File: src/rtl/tag_tx_ctrl.sv
// Tag-side transmit controller: positive chirp, negative chirp, then constant-tone location slots as a phase stream.
// Define TAG_TX_GUARD_EN to follow every location slot with GUARD_LEN muted guard beats.
module tag_tx_ctrl #(
    parameter int PHASE_WIDTH   = 24,
    parameter int REG_WIDTH     = 12,
    parameter int NSYNCP        = 16384,
    parameter int NSYNCN        = 16384,
    parameter int NSIG          = 262144,
    parameter int NLOC_PER_SYNC = 3
`ifdef TAG_TX_GUARD_EN
    ,
    parameter int GUARD_LEN     = 64
`endif
) (
    input  logic                                       clk,
    input  logic                                       reset,
    input  logic                                       run_tx,
    input  logic [PHASE_WIDTH-1:0]                     chirp_step,
    input  logic [PHASE_WIDTH-1:0]                     loc_freq_base,
    input  logic [PHASE_WIDTH-1:0]                     loc_freq_step,
    output logic [PHASE_WIDTH-1:0]                     ph_tdata,
    output logic                                       ph_tvalid,
    input  logic                                       ph_tready,
    output logic [1:0]                                 tx_state,
    output logic                                       tx_sig,
    output logic [$clog2(NSYNCP+NSYNCN+1)-1:0]         nsync_count,
    output logic [$clog2(NSIG+1)-1:0]                  sigN,
    output logic [$clog2(NLOC_PER_SYNC+1)-1:0]         locN,
    output logic                                       tx_trig,
    output logic                                       tx_mute,
    output logic                                       frame_done,
    output logic [REG_WIDTH-1:0]                       fp_gpio_out,
    output logic [REG_WIDTH-1:0]                       fp_gpio_ddr
);
    localparam int NSYNC_W = $clog2(NSYNCP + NSYNCN + 1);
    localparam int SIG_W   = $clog2(NSIG + 1);
    localparam int LOC_W   = $clog2(NLOC_PER_SYNC + 1);

`ifdef TAG_TX_GUARD_EN
    localparam int GUARD_W = $clog2(GUARD_LEN + 1);
    typedef enum logic [2:0] {ST_IDLE, ST_SYNC_P, ST_SYNC_N, ST_SIG, ST_GUARD} state_t;
    logic [GUARD_W-1:0] guard_q, guard_d;
`else
    typedef enum logic [1:0] {ST_IDLE, ST_SYNC_P, ST_SYNC_N, ST_SIG} state_t;
`endif

    state_t                 state_q, state_d;
    logic [PHASE_WIDTH-1:0] ph_q, ph_d;
    logic [PHASE_WIDTH-1:0] fw_q, fw_d;
    logic [NSYNC_W-1:0]     nsync_q, nsync_d;
    logic [SIG_W-1:0]       sig_q, sig_d;
    logic [LOC_W-1:0]       loc_q, loc_d;
    logic                   trig_q;
    logic [REG_WIDTH-1:0]   ddr_q;
    logic                   accept;
    logic                   slot_done;
    logic                   frame_end;

    assign accept = ph_tvalid && ph_tready;

    // NOTE: every signal driven here gets a default before the case, so no path can leave it unassigned and infer a latch.
    always_comb begin
        state_d   = state_q;
        ph_d      = ph_q;
        fw_d      = fw_q;
        nsync_d   = nsync_q;
        sig_d     = sig_q;
        loc_d     = loc_q;
`ifdef TAG_TX_GUARD_EN
        guard_d   = guard_q;
`endif
        slot_done = 1'b0;
        frame_end = 1'b0;

        case (state_q)
            ST_IDLE: begin
                if (run_tx) state_d = ST_SYNC_P;
            end
            ST_SYNC_P: begin
                if (accept) begin
                    ph_d    = ph_q + fw_q;
                    nsync_d = nsync_q + 1'b1;
                    if (nsync_q == NSYNC_W'(NSYNCP - 1)) begin
                        fw_d    = '0;
                        state_d = ST_SYNC_N;
                    end else begin
                        fw_d = fw_q + chirp_step;
                    end
                end
            end
            ST_SYNC_N: begin
                if (accept) begin
                    ph_d = ph_q + fw_q;
                    if (nsync_q == NSYNC_W'(NSYNCP + NSYNCN - 1)) begin
                        fw_d    = loc_freq_base;
                        sig_d   = '0;
                        loc_d   = '0;
                        state_d = ST_SIG;
                    end else begin
                        fw_d    = fw_q - chirp_step;
                        nsync_d = nsync_q + 1'b1;
                    end
                end
            end
            ST_SIG: begin
                if (accept) begin
                    ph_d = ph_q + fw_q;
                    if (sig_q == SIG_W'(NSIG - 1)) begin
`ifdef TAG_TX_GUARD_EN
                        guard_d = '0;
                        state_d = ST_GUARD;
`else
                        slot_done = 1'b1;
`endif
                    end else begin
                        sig_d = sig_q + 1'b1;
                    end
                end
            end
`ifdef TAG_TX_GUARD_EN
            // Phase and frequency stay frozen; the slot advance is applied on the last guard beat.
            ST_GUARD: begin
                if (accept) begin
                    if (guard_q == GUARD_W'(GUARD_LEN - 1)) slot_done = 1'b1;
                    else guard_d = guard_q + 1'b1;
                end
            end
`endif
            default: state_d = ST_IDLE;
        endcase

        if (slot_done) begin
            if (loc_q == LOC_W'(NLOC_PER_SYNC - 1)) begin
                // End of frame: either restart a fresh frame or park in IDLE with everything cleared.
                frame_end = 1'b1;
                state_d   = run_tx ? ST_SYNC_P : ST_IDLE;
                ph_d      = '0;
                fw_d      = '0;
                nsync_d   = '0;
                sig_d     = '0;
                loc_d     = '0;
            end else begin
                fw_d    = fw_q + loc_freq_step;
                loc_d   = loc_q + 1'b1;
                sig_d   = '0;
                state_d = ST_SIG;
            end
        end
    end

    // NOTE: sequential state uses non-blocking assignments so every register samples the pre-edge values.
    always_ff @(posedge clk or negedge reset) begin
        if (!reset) begin
            state_q <= ST_IDLE;
            ph_q    <= '0;
            fw_q    <= '0;
            nsync_q <= '0;
            sig_q   <= '0;
            loc_q   <= '0;
`ifdef TAG_TX_GUARD_EN
            guard_q <= '0;
`endif
            trig_q  <= 1'b0;
            ddr_q   <= '0;
        end else begin
            state_q <= state_d;
            ph_q    <= ph_d;
            fw_q    <= fw_d;
            nsync_q <= nsync_d;
            sig_q   <= sig_d;
            loc_q   <= loc_d;
`ifdef TAG_TX_GUARD_EN
            guard_q <= guard_d;
`endif
            trig_q  <= accept && (state_q == ST_SYNC_P) && (nsync_q == '0);
            ddr_q   <= '1;
        end
    end

    always_comb begin
        tx_state = 2'd0;
        case (state_q)
            ST_SYNC_P:         tx_state = 2'd1;
            ST_SYNC_N, ST_SIG: tx_state = 2'd2;
`ifdef TAG_TX_GUARD_EN
            ST_GUARD:          tx_state = 2'd3;
`endif
            default:           tx_state = 2'd0;
        endcase
    end

`ifdef TAG_TX_GUARD_EN
    assign tx_mute  = (state_q == ST_GUARD);
`else
    assign tx_mute  = 1'b0;
`endif
    assign ph_tdata    = tx_mute ? '0 : ph_q;
    assign ph_tvalid   = (state_q != ST_IDLE);
    assign tx_sig      = (state_q == ST_SIG);
    assign nsync_count = nsync_q;
    assign sigN        = sig_q;
    assign locN        = loc_q;
    assign tx_trig     = trig_q;
    assign frame_done  = frame_end;
    assign fp_gpio_out = {{(REG_WIDTH-3){1'b0}}, trig_q,
                          (state_q == ST_SYNC_P) || (state_q == ST_SYNC_N), ph_tvalid};
    assign fp_gpio_ddr = ddr_q;

endmodule

File: config.mk
export PLATFORM = sky130hd
export DESIGN_NAME = tag_tx_ctrl
export DESIGN_NICKNAME = d
export VERILOG_FILES = /design/src/rtl/tag_tx_ctrl.sv
export SDC_FILE = /design/constraint.sdc
export NUM_CORES = 1
export LEC_CHECK = 0
export CELL_PAD_IN_SITES_DETAIL_PLACEMENT = 1
export CELL_PAD_IN_SITES_GLOBAL_PLACEMENT = 1
export CORE_ASPECT_RATIO = 1.25
export CORE_UTILIZATION = 40
export CTS_CLUSTER_SIZE = 12
export DETAILED_ROUTE_END_ITERATION = 6
export MAX_ROUTING_LAYER = met4
export PLACE_DENSITY_LB_ADDON = 0.1
export SLEW_MARGIN = 20
export SYNTH_ARGS = -nofsm -noshare
export SYNTH_HDL_FRONTEND = slang
export SYNTH_SLANG_ARGS = --single-unit
File: constraint.sdc
create_clock -name clk -period 4.4 [get_ports clk]
set_input_delay 0.66 -clock clk [delete_from_list [all_inputs] [get_ports clk]]
set_output_delay 0.66 -clock clk [all_outputs]
set_load 0.03 [all_outputs]
After elaboration in Yosys (flattened, before gate mapping)
Cells that the tools add are included.
{"block": "totals", "input_bits": 76, "regBits": 89, "elab_cells": 91, "out_inout_bits": 92}
{"block": "classes", "add_sub_neg": 7, "eq_ne": 14, "n_reduce_logical": 19, "mux": 43}
{"operator": "2-to-1 mux 24 bit", "n": 10}
{"operator": "2-to-1 mux 19 bit", "n": 5}
{"operator": "2-to-1 mux 16 bit", "n": 5}
{"operator": "adder 24 bit", "n": 3}
{"operator": "case mux 24 bit (2 select lines)", "n": 1}
{"operator": "case mux 19 bit (2 select lines)", "n": 1}
{"operator": "case mux 16 bit (2 select lines)", "n": 1}
{"operator": "2-to-1 mux 2 bit", "n": 12}
{"operator": "subtractor 24 bit", "n": 1}
{"operator": "adder 19 x 1 -> 19 bit (second input constant)", "n": 1}
{"operator": "== test 19 x 18 -> 1 bit (second input constant)", "n": 1}
{"operator": "inequality test 3 bit (second input constant)", "n": 6}
{"operator": "adder 16 x 1 -> 16 bit (second input constant)", "n": 1}
{"operator": "== test 16 x 14 -> 1 bit (second input constant)", "n": 1}
{"operator": "== test 16 x 15 -> 1 bit (second input constant)", "n": 1}
{"operator": "logical NOT 16 bit", "n": 1}
{"operator": "nonzero test 2 bit", "n": 4}
{"operator": "== test 2 bit (second input constant)", "n": 3}
{"operator": "2-to-1 mux 1 bit", "n": 6}
{"operator": "case mux 2 bit (3 select lines)", "n": 1}
{"operator": "AND reduction 3 bit", "n": 2}
{"operator": "AND reduction 6 bit", "n": 1}
{"operator": "nonzero test 3 bit", "n": 2}
{"operator": "AND reduction 5 bit", "n": 1}
{"operator": "10 further kinds", "n": 12}

Logic depth before layout (Yosys ltp)
{"block": "depth", "word_depth": 6, "mapped_depth": 14, "ltp_nobuf": 14}

Worst setup path before layout
Ideal clock, no wire load.
{"block": "synth_timing", "kind": "register -> output", "startpoint": "reg sig_q[0] (netlist: sigN[0])", "endpoint": "out frame_done", "t_arrival_ns": 2.611, "path_stages_with_launch": 10, "slack_ns": 1.129, "cell_sequence": "dfrtp_1 > ha_1 > and3_2 > nand4_1 > or3_1 > nor2_1 > nand2_1 > inv_1 > buf_2 > buf_2"}
{"block": "synth_via", "elab_chain_len": 5}
{"element": "start: declaration", "line_no": "51", "rtl": "logic [SIG_W-1:0] sig_q, sig_d;"}
{"element": "start signal: assignment", "line_no": "170", "rtl": "sig_q <= sig_d;"}
{"element": "== test 19 x 18 -> 1 bit", "line_no": "108", "rtl": "if (sig_q == SIG_W'(NSIG - 1)) begin"}
{"element": "2-to-1 mux 1 bit", "line_no": "108"}
{"element": "2-to-1 mux 1 bit", "line_no": "106", "rtl": "if (accept) begin"}
{"element": "2-to-1 mux 1 bit", "line_no": "75", "rtl": "case (state_q)"}
{"element": "2-to-1 mux 1 bit", "line_no": "132", "rtl": "if (slot_done) begin"}
{"element": "end: declaration", "line_no": "31", "rtl": "output logic frame_done,"}
Every way passes these cells.

Final worst setup path
{"block": "layout_timing", "startpoint": "in chirp_step[2]", "endpoint": "reg fw_q[21]"}
{"block": "layout_via", "elab_chain_len": 5, "word_cells_on_any_way": 8, "classes_between": "add/sub: 2; mux: 6"}
{"element": "start: declaration", "line_no": "18", "rtl": "input logic [PHASE_WIDTH-1:0] chirp_step,"}
{"element": "subtractor 24 bit / adder 24 bit (equally long branches)", "line_no": "100, 87"}
{"element": "2-to-1 mux 24 bit, on equally long branches", "line_no": "94, 83"}
{"element": "2-to-1 mux 24 bit, on equally long branches", "line_no": "92, 80"}
{"element": "case mux 24 bit (2 select lines) (*)", "line_no": "75"}
{"element": "2-to-1 mux 24 bit (*)", "line_no": "132"}
{"element": "end signal: assignment", "line_no": "168", "rtl": "fw_q <= fw_d;"}
{"element": "end: declaration", "line_no": "49", "rtl": "logic [PHASE_WIDTH-1:0] fw_q, fw_d;"}
Mark *: on every way between the ends. The rest lies on a longest branch, timed or not. The select of a mux whose other input is x is not followed.
A chain may end at the register's enable or synchronous reset.

==> run summary <==
Fmax - 0.258 GHz
Total power - 8100 uW
Gr usage total - 0.287
Routed wl met2 - 16700 um
Clock-pin slew on the worst setup and hold paths - 0.07 ns
Number of synthesis warnings - 0
Tcrit/Tclk final - 0.880
Final ANT Viol Nets - 0
Crit path arrival time - 4.09 ns
Number of global-route vias before repair - 10041
Seq/Total Area, Yosys - 0.233
Post-synth ARST share - 1.00
Non-filler cells, final - 1656
Initial Util - 0.412
Number of remaining DRC errors - 0
Slew Limit Fails - 0
Total Wirelength - 33500 um
Clock latency on the worst-skew pair - 0.36 ns
CP Cell Sequence - clkdlybuf4s50_1, inv_1, ha_1, o211ai_1, a21oi_1, o211ai_2, o31ai_1, a211o_1, a2111oi_0, o21ai_0, a31oi_1, a221oi_1, o21ai_1
DIE HEIGHT - 175 um
CTS tree - built
Final worst slack - 0.528 ns
Status - finished, final reports clean
IO Count - 168
Clock Skew - 0.0123 ns
Leakage - 0.00521 uW
Max-cap violations - 0
Met3 WL - 1160 um
Critical path peak fanout - 8
Dpl ws - 0.233 ns
Post_cts resized - 0
Hold_buf cts - 0
Synth top area share - 0.233
Final setup viols - 0
Vias per cell - 5.88
Avg Inst Size Synth - 7.72 um2
Worst slew pin tran - 0.952 ns
Crit Reg-Reg Startpoint - fw_q[2]$_DFFE_PN0P_
Startpoint Class - input pin
Min Tclk post-route - 3.87 ns
Total gr overflow - 0
# clock sinks - 89
Largest net degree at the start of global routing - 62
RSZ-0062 raised after global routing - false
DR iter-0 viols - 540
Initial antenna violation count - 0
Yosys top cell by area - dfrtp_1
Final net count - 1545
Worst hold slack - 0.405 ns
Post-synth top cells - 127 x a21oi_1, 115 x nand2_1, 111 x nor2_1
Clock buffer depth - 2
Synth top area cells - dfrtp_1 23%, ha_1 13%, a21oi_1 6.7%, o21ai_0 5.4%, nand2_1 4.5%
Post-DR wirelength/cell - 20.2 um
Post-CTS Setup Bufs - 0
CTS buffer count - 9
Worst Hold Class - in2async
Placed cell count - 1641
H-tree depth - 3
Slowest-stage cell, CP - clkdlybuf4s50_1
Die X-Extent - 140 um
Port bufs - 157
CP Class - in2reg
Worst Path Buf+Inv - 2
Hold Vio Cnt, Final - 0
Site Rows - 62
Drt first pass iters - 5
Cell family with most CP delay - compound AO/OA/AOI/OAI gates
Met1 wire length - 14700 um
Critical Path Start - chirp_step[2]
First-pass GRT wire length - 53800 um
Cells after Synth - 1237
P per Cell Area - 699 nW/um2
Max-slew headroom - 0.364
Top sig layer - met4
Post-route setup TNS - 0 ns
Yosys reg bits - 89
CP required - 4.62 ns
Core Area - 23200 um2
Mapped cell area - 9550 um2
CTS Root Cell - clkbuf_16
Crit. End Element - flip-flop
GP Congestion - 0.933
Final HPWL DP - 26000 um
P&R area growth vs syn - 21.3%
Via count - 9738
Max incr delay on CP - 0.50 ns
Post-synth cell types - 86
Die footprint - 24500 um2
Layout cells sized above 1 - 0.0548
Number of synthesized flops with an enable pin - 0
Top FF cell, synth - dfrtp_1
Most frequent cell after synthesis - a21oi_1
Maximum vdd drop - 0.241 mV
Ant. Diodes - 0
## metal layers
layer  vias up  global-route usage
li1       4687                   -
met1      4760               0.346
met2       227               0.499
met3        64              0.0208
met4         0               0.111
met5         -                   -
## flip-flops by register name, indices dropped and copies added (netlist names)
| name | flops |
|---|---|
| sigN | 19 |
| tx_trig | 1 |
| locN | 2 |
| ph_tdata | 24 |
| state_q | 2 |
| fp_gpio_ddr | 1 |
| nsync_count | 16 |
| fw_q | 24 |
## through the flow
| step | util | area, um2 |
|---|---|---|
| after CTS | 0.500 | 11600 |
| after detailed placement | 0.487 | 11300 |
| after global routing | 0.500 | 11600 |
| after floorplan | - | 9590 |
| final | 0.500 | 11600 |
| after global placement | 0.487 | 11300 |
## worst paths after layout
| check | end | slack [ns] | cells after the start |
|---|---|---|---|
| max | fw_q[21]$_DFFE_PN0P_ | 0.53 | 13 |
| min | nsync_count[4]$_DFF_PN0_ | 0.41 | 1 |
| max reg2reg | fw_q[21]$_DFFE_PN0P_ | 0.88 | 11 |
| min reg2reg | ph_tdata[21]$_DFF_PN0_ | 0.53 | 2 |
| max in group asynchronous | ph_tdata[12]$_DFF_PN0_ | 3.17 | 2 |
| min in group clk | ph_tdata[21]$_DFF_PN0_ | 0.53 | 2 |
## kinds of logic after synthesis
kind of cell             share of synthesized area
adder cells (fa/ha/maj)                      0.141
flip-flops                                   0.233
buffers and inverters                       0.0697
AO/OA/AOI/OAI                                0.281
other                                     0.000786
XOR/XNOR                                    0.0642
multiplexers                               0.00550
AND/OR/NAND/NOR                              0.205
## cell type report
type / count / area, um2
Clock buffer: 9 / 225
Clock inverter: 6 / 73.8
Fill cell: 2884 / 11600
Inverter: 70 / 263
Multi-Input combinational cell: 1015 / 6710
Sequential cell: 89 / 2230
Tap cell: 288 / 360
Timing Repair Buffer: 179 / 1730
## layout by cell type, fill, tap and decap left out, types with 27 or more instances in the layout
| master | instances |
|---|---|
| ha_1 | 101 |
| xnor2_1 | 46 |
| nand2_1 | 115 |
| dfrtp_1 | 89 |
| a21o_1 | 27 |
| a21oi_1 | 127 |
| inv_1 | 70 |
| clkdlybuf4s50_1 | 155 |
| nor2_1 | 111 |
| nand3_1 | 36 |
| o21ai_0 | 104 |
## power breakdown
group / switching (uW) / internal (uW) / leakage [uW]
logic: 3410 / 2380 / 0.00392
clock network: 385 / 446 / 0.000140
registers: 409 / 1070 / 0.00115
(Power assumes the default switching activity.)
